`src/rtl/router_pkg.sv`:
```
// rtl/router_pkg.sv - shared router constants, header field layout and reader state type
package router_pkg;

  localparam int DATA_W      = 8;
  localparam int LEN_W       = DATA_W - 2;

  // header byte is {len, addr}
  localparam int ADDR_LSB    = 0;
  localparam int LEN_LSB     = 2;

  // flush timer of the router, shared with the synchronizer
  localparam int TIMEOUT_CYC = 30;

  typedef enum logic [1:0] {
    IDLE = 2'd0,
    HDR  = 2'd1,
    BODY = 2'd2
  } rd_state_t;

endpackage

```
`src/rtl/router_parity_acc.sv`:
```
// rtl/router_parity_acc.sv - running XOR of header and payload bytes with mismatch output
module router_parity_acc #(
  parameter int DATA_W = 8
) (
  input  logic              clk,
  input  logic              resetn,
  input  logic              clr,
  input  logic              load,
  input  logic              accum,
  input  logic [DATA_W-1:0] din,
  output logic              err
);

  logic [DATA_W-1:0] acc;

  // Header starts a fresh sum, payload bytes fold in, flush clears
  always_ff @(posedge clk) begin
    if (!resetn || clr) begin
      acc <= '0;
    end else if (load) begin
      acc <= din;
    end else if (accum) begin
      acc <= acc ^ din;
    end
  end

  // Presented parity byte disagrees with the running sum
  assign err = (acc ^ din) != '0;

endmodule

```
`src/rtl/router_dest_reader.sv`:
```
// rtl/router_dest_reader.sv - port FIFO drain, packet parse and client byte stream; ROUTER_DEST_PARITY_CHK_EN enables parity checking
module router_dest_reader #(
  parameter int DATA_W    = 8,
  parameter int LEN_W     = 6,
  parameter int PKT_CNT_W = 16,
  parameter int ERR_CNT_W = 8
) (
  input  logic                 clk,
  input  logic                 resetn,
  input  logic                 vld_out,
  input  logic                 soft_reset,
  input  logic [DATA_W-1:0]    data_out,
  input  logic                 sink_stall,
  output logic                 read_enb,
  output logic                 byte_valid,
  output logic [DATA_W-1:0]    byte_data,
  output logic                 byte_sop,
  output logic                 byte_eop,
  output logic                 pkt_done,
  output logic                 parity_err,
  output logic                 pkt_abort,
  output logic [PKT_CNT_W-1:0] pkt_cnt,
  output logic [ERR_CNT_W-1:0] err_cnt
);

  import router_pkg::*;

  // remaining counts cover payload plus the parity byte, so one bit wider than len
  localparam int REM_W = LEN_W + 1;

  rd_state_t        state;
  logic             rd_pend;
  logic [REM_W-1:0] req_rem;
  logic [REM_W-1:0] rcv_rem;
  logic [LEN_W-1:0] hdr_len;
  logic             last_arr;
  logic             par_err;

  assign hdr_len  = data_out[DATA_W-1:LEN_LSB];
  assign last_arr = rd_pend && (state == BODY) && (rcv_rem == REM_W'(1));

`ifdef ROUTER_DEST_PARITY_CHK_EN
  logic acc_clr;
  logic acc_load;
  logic acc_accum;

  assign acc_clr   = soft_reset;
  assign acc_load  = !soft_reset && rd_pend && (state == HDR);
  assign acc_accum = !soft_reset && rd_pend && (state == BODY) && !last_arr;

  router_parity_acc #(
    .DATA_W (DATA_W)
  ) u_parity_acc (
    .clk    (clk),
    .resetn (resetn),
    .clr    (acc_clr),
    .load   (acc_load),
    .accum  (acc_accum),
    .din    (data_out),
    .err    (par_err)
  );
`else
  assign par_err = 1'b0;
`endif

  // FIFO pop is combinational so the FIFO presents data the following cycle
  always_comb begin
    read_enb = 1'b0;
    if (resetn && vld_out && !sink_stall && !soft_reset) begin
      case (state)
        IDLE:    read_enb = 1'b1;
        BODY:    read_enb = (req_rem != '0);
        default: read_enb = 1'b0;
      endcase
    end
  end

  // Packet FSM with registered client stream, abort pulse and counters
  always_ff @(posedge clk) begin
    if (!resetn) begin
      state      <= IDLE;
      rd_pend    <= 1'b0;
      req_rem    <= '0;
      rcv_rem    <= '0;
      byte_valid <= 1'b0;
      byte_data  <= '0;
      byte_sop   <= 1'b0;
      byte_eop   <= 1'b0;
      pkt_done   <= 1'b0;
      parity_err <= 1'b0;
      pkt_abort  <= 1'b0;
      pkt_cnt    <= '0;
      err_cnt    <= '0;
    end else begin
      byte_valid <= 1'b0;
      byte_sop   <= 1'b0;
      byte_eop   <= 1'b0;
      pkt_done   <= 1'b0;
      parity_err <= 1'b0;
      pkt_abort  <= 1'b0;
      rd_pend    <= read_enb;
      if (soft_reset) begin
        // the FIFO is being flushed: drop any arriving byte, including a parity byte
        state     <= IDLE;
        req_rem   <= '0;
        rcv_rem   <= '0;
        pkt_abort <= (state != IDLE);
      end else begin
        case (state)
          IDLE: begin
            if (read_enb) begin
              state <= HDR;
            end
          end
          HDR: begin
            if (rd_pend) begin
              req_rem    <= REM_W'(hdr_len) + REM_W'(1);
              rcv_rem    <= REM_W'(hdr_len) + REM_W'(1);
              byte_valid <= 1'b1;
              byte_data  <= data_out;
              byte_sop   <= 1'b1;
              state      <= BODY;
            end
          end
          BODY: begin
            if (read_enb) begin
              req_rem <= req_rem - REM_W'(1);
            end
            if (rd_pend) begin
              rcv_rem    <= rcv_rem - REM_W'(1);
              byte_valid <= 1'b1;
              byte_data  <= data_out;
              if (last_arr) begin
                byte_eop   <= 1'b1;
                pkt_done   <= 1'b1;
                parity_err <= par_err;
                state      <= IDLE;
                if (par_err) begin
                  if (err_cnt != '1) begin
                    err_cnt <= err_cnt + ERR_CNT_W'(1);
                  end
                end else begin
                  pkt_cnt <= pkt_cnt + PKT_CNT_W'(1);
                end
              end
            end
          end
          default: state <= IDLE;
        endcase
      end
    end
  end

endmodule
```
`config.mk`:
```
export PLATFORM = sky130hd
export DESIGN_NAME = router_dest_reader
export DESIGN_NICKNAME = d
export VERILOG_FILES = /design/src/rtl/router_pkg.sv /design/src/rtl/router_parity_acc.sv /design/src/rtl/router_dest_reader.sv
export SDC_FILE = /design/constraint.sdc
export NUM_CORES = 1
export LEC_CHECK = 0
export ABC_CLOCK_PERIOD_IN_PS = 3300
export CAP_MARGIN = 20
export CORE_MARGIN = 2
export CORE_UTILIZATION = 30
export CTS_BUF_LIST = sky130_fd_sc_hd__clkbuf_2
export DETAILED_ROUTE_END_ITERATION = 8
export SYNTH_ARGS = -nofsm -noshare
export SYNTH_HDL_FRONTEND = slang
export SYNTH_SLANG_ARGS = --single-unit
```
`constraint.sdc`:
```
create_clock -name clk -period 3.3 [get_ports clk]
set_input_delay 0.66 -clock clk [delete_from_list [all_inputs] [get_ports clk]]
set_output_delay 0.66 -clock clk [all_outputs]
set_load 0.005 [all_outputs]
```
# Yosys cells after proc, flatten, opt, wreduce, memory -nomap -nowiden
# Cells that the tools add are included.
# Widths: inputs -> output; s select.
# totals
regBits	45
in_bits	13
wordCells	64
# op_classes
n_addsub	4
eq_ne	8
muxes	14
n_bitwise	6
reduce_logical	22
# ops
op	count
$pmux 7 s2	2
$mux 7	3
$add 16x1->16 const B	1
$sub 7x1->7 const B	2
$ne 2x2->1 const B	5
$reduce_and 3->1	3
$mux 2	4
$reduce_and 4->1	2
$add 6x1->7 const B	1
$eq 7x1->1 const B	1
$reduce_bool 7->1	1
$not 1->1	6
$pmux 2 s3	1
$reduce_or 3->1	2
$logic_and 1x1->1	5
$reduce_bool 2->1	2
$reduce_or 2->1	2
$reduce_or 4->1	1
$mux 1	3
$eq 2x1->1 const B	1
$eq 2x2->1 const B	1
$logic_not 1->1	2
$logic_not 2->1	1
$pmux 1 s2	1
$reduce_and 2->1	1

# Longest topological paths before layout
# logic_depth
word_depth	6
ltp_mapped	8

# Worst setup path after synthesis
# Ideal clock, no wire load.
# synth_path
path_kind	register to output
startpoint	reg req_rem[0]
endpoint	out read_enb
arrival_ns	1.697
required_ns	2.640
setup_slack_ns	0.943
stages_incl_launch_ff	7
n_path_buf	0
path_cell_list	dfxtp_1 > inv_1 > ha_1 > or3b_2 > or4_1 > a21oi_1 > nor2_1
# synth_between
elab_chain_len	3
# synth_lines
element	line	text
start: declaration	router_dest_reader.sv:33	logic [REM_W-1:0] req_rem;
start signal: assignment	router_dest_reader.sv:117	req_rem <= REM_W'(hdr_len) + REM_W'(1);
start signal: assignment	router_dest_reader.sv:127	req_rem <= req_rem - REM_W'(1);
$reduce_bool 7->1	router_dest_reader.sv:72	BODY: read_enb = (req_rem != '0);
$pmux 1 s2	router_dest_reader.sv:70	case (state)
$mux 1	router_dest_reader.sv:69	if (resetn && vld_out && !sink_stall && !soft_reset) begin
end: declaration	router_dest_reader.sv:14	output logic read_enb,
# No other way between the ends.

# Worst setup path in the final report
# Same ends and word-level chain as after synthesis.

==> impl_metrics.env <==
export IMPL_run_status="finished, final reports clean"
export IMPL_tns_ns=0
export IMPL_gp_congestion=0.7780
export IMPL_worstPathMaxFanout=5
export IMPL_critical_path_class="flop to output pin"
export IMPL_skew_ns=0.02100
export IMPL_syn_area_um2=2535
export IMPL_final_common_cell="dfxtp_1"
export IMPL_core_area_um2=8217
export IMPL_route_detailed_drc=0
export IMPL_timing_rr_start="rcv_rem[0]"
export IMPL_track_usage=0.1398
export IMPL_grt_overflow_total=0
export IMPL_setup_viol=0
export IMPL_final_cell_mix="dfxtp_1 (43), clkdlybuf4s50_1 (41), nor2_1 (31)"
export IMPL_hold_viol_final=0
export IMPL_leakage_uw=0.001146
export IMPL_vias=2376
export IMPL_n_fill_cell=844
export IMPL_antenna_found_initial=0
export IMPL_drt_total_wl_mm=6.182
export IMPL_min_from="pkt_cnt[15]"
export IMPL_yosys_register_bits=45
export IMPL_slew_headroom=0.5787
export IMPL_htree_num_levels=2
export IMPL_row_count=33
export IMPL_startpoint="req_rem[0]"
export IMPL_num_antenna_cells=0
export IMPL_die_x_um=95.92
export IMPL_synth_flop_cell="dfxtp_1"
export IMPL_arrival_ns=2.44
export IMPL_finalCritPeriodShare=0.9396
export IMPL_nets=368
export IMPL_slowest_stage="or3b_2"
export IMPL_ys_async_sr_fraction=0
export IMPL_yosys_warnings=0
export IMPL_antenna_left=0
export IMPL_hp_class="flop to flop"
export IMPL_cts_sinks=45
export IMPL_clock_root_buffer="clkbuf_2"
export IMPL_layout_min_cycle_time_ns=3.101
export IMPL_cap_violations=0
export IMPL_start_util=0.3085
export IMPL_instances_no_fill=450
export IMPL_synthToLayoutAreaGrowth_pct=21.37
export IMPL_worstMarginPinSlew_ns=0.6301
export IMPL_ios=52
export IMPL_seq_area_frac_synth=0.3554
export IMPL_slew_viol_final=0
export IMPL_grt_max_degree=29
export IMPL_numCtsBuffers=5
export IMPL_power_density_nw_per_um2=269.6
export IMPL_path_clk_slew_ns=0.23
export IMPL_synth_edf_count=0
export IMPL_syn_area_per_cell_um2=8.311
export IMPL_dpl_cell_count=442
export IMPL_fmax_mhz=322.5
export IMPL_required_ns=2.64
export IMPL_cp_start_kind="flop"
export IMPL_path_cells="inv_1, ha_2, or3b_2, or4_1, a21oi_2, nor2_1, dlygate4sd2_1"
export IMPL_tritoncts="done"
export IMPL_grt_setup_unrepaired="false"
export IMPL_endpoint_kind="output pin"
export IMPL_clockBufferDepth=2
export IMPL_dpl_instance_area_um2=3024
export IMPL_wl_per_cell_um=13.74
export IMPL_grt_first_pass_wirelength_mm=10.34
export IMPL_die_area_um2=9201
export IMPL_first_pass_iters=4
export IMPL_dp_hpwl_mm=4.405
export IMPL_die_h_um=95.92
export IMPL_synth_cells=305
export IMPL_yosysUniqueCellTypes=56
export IMPL_clk_latency_ns=0.41
export IMPL_final_area_um2=3077
export IMPL_cts_hold_buf=0
export IMPL_portBuffers=42
export IMPL_ir_drop_uv=135.9
export IMPL_drt_iter0_markers=158
export IMPL_drive_gt1_frac=0.07826
export IMPL_grt_pass1_vias=2238
export IMPL_cp_slowest_stage_delay_ns=0.48
export IMPL_holdWs_ns=0.4970
export IMPL_avgViaCountPerCell=5.280
-- routing by layer --
| metal | vias up | part of all wire | track usage |
|---|---|---|---|
| met1 | 1089 | 0.49 | 0.1938 |
| met3 | 9 | 0.067 | 0.02976 |
| li1 | 1197 | - | - |
| met5 | - | 0 | 0 |
| met2 | 81 | 0.42 | 0.2156 |
| met4 | 0 | 0.015 | 0.04643 |
-- cells in the mapped netlist (5+ instances only) --
| cell type | count | share of area |
|---|---|---|
| nor2_1 | 31 | 0.046 |
| nand4_1 | 7 | 0.017 |
| a31oi_1 | 5 | 0.012 |
| o21ai_0 | 13 | 0.026 |
| o31ai_1 | 8 | 0.024 |
| mux2i_1 | 11 | 0.043 |
| ha_1 | 9 | 0.044 |
| and3_1 | 10 | 0.025 |
| a21oi_1 | 24 | 0.047 |
| dfxtp_1 | 45 | 0.36 |
| nor3_1 | 8 | 0.016 |
| nand3_1 | 13 | 0.026 |
| inv_1 | 8 | 0.012 |
| or4_1 | 8 | 0.024 |
| nand2_1 | 21 | 0.031 |
| clkbuf_1 | 11 | 0.016 |
| buf_4 | 10 | 0.030 |
-- cells by family (layout without fill, tap and decap cells) --
family | Yosys count | in the layout | share of synthesized area
AO/OA/AOI/OAI | 75 | 75 | 0.1920
XOR/XNOR | 5 | 5 | 0.01728
adder cells (fa/ha/maj) | 9 | 9 | 0.04442
buffers and inverters | 33 | 65 | 0.06762
flip-flops | 45 | 45 | 0.3554
multiplexers | 12 | 12 | 0.04788
other | 1 | 9 | 0.001479
AND/OR/NAND/NOR | 125 | 125 | 0.2739
-- power by group --
| part | internal (uW) | switching (uW) | leakage, uW | total, uW |
|---|---|---|---|---|
| clock network | 43.3 | 175 | 0.0000247 | 219 |
| registers | 546 | 1.10 | 0.000363 | 547 |
| logic | 28.3 | 35.9 | 0.000757 | 64.2 |
-- path summary, 6_finish.rpt --
check | end | slack (ns) | cells after the start
worst max-delay path | read_enb | 0.20 | 7
worst min register to register | pkt_cnt[15] | 0.50 | 2
worst min-delay path | pkt_cnt[15] | 0.50 | 2
worst max register to register | pkt_cnt[9] | 1.20 | 5
-- registers in the layout (all words and copies together), names as in the netlist, 2 cells and up --
signal	cells
req_rem	7
byte_data	8
state	2
rcv_rem	7
pkt_cnt	16
-- layout make-up --
cell class / count / area, um^2 / share of cell area
Inverter: 9 / 33.78 / 0.01098
Clock inverter: 1 / 5.005 / 0.001627
Clock buffer: 5 / 25.02 / 0.008133
Sequential cell: 45 / 903.4 / 0.2936
Multi-Input combinational cell: 235 / 1499 / 0.4872
Timing Repair Buffer: 50 / 479.2 / 0.1558
Tap cell: 105 / 131.4 / 0.04270
-- through the flow --
step           setup slack [ns]  power [uW]  utilization
2_1_floorplan            0.9431       596.0            -
3_3_place_gp             0.4280       621.1       0.3681
3_5_place_dp             0.4119       620.8       0.3681
4_1_cts                  0.1716       848.0       0.3744
5_1_grt                 0.06872       868.4       0.3744
6_report                 0.1993       829.6       0.3744
-- worst max-delay path: cells and delay by family, from the launching register on --
family,cells,cell delay [ns]
adder cells (fa/ha/maj),1,0.21
buffers and inverters,2,0.34
flip-flops,1,0.37
AO/OA/AOI/OAI,1,0.16
AND/OR/NAND/NOR,3,0.96
-- what timing repair did --
action                     CTS  global route
buffers inserted             2             0
setup endpoints to repair    1             0
resized for setup            5             0
Note: power is estimated with default switching activity, not from simulation.
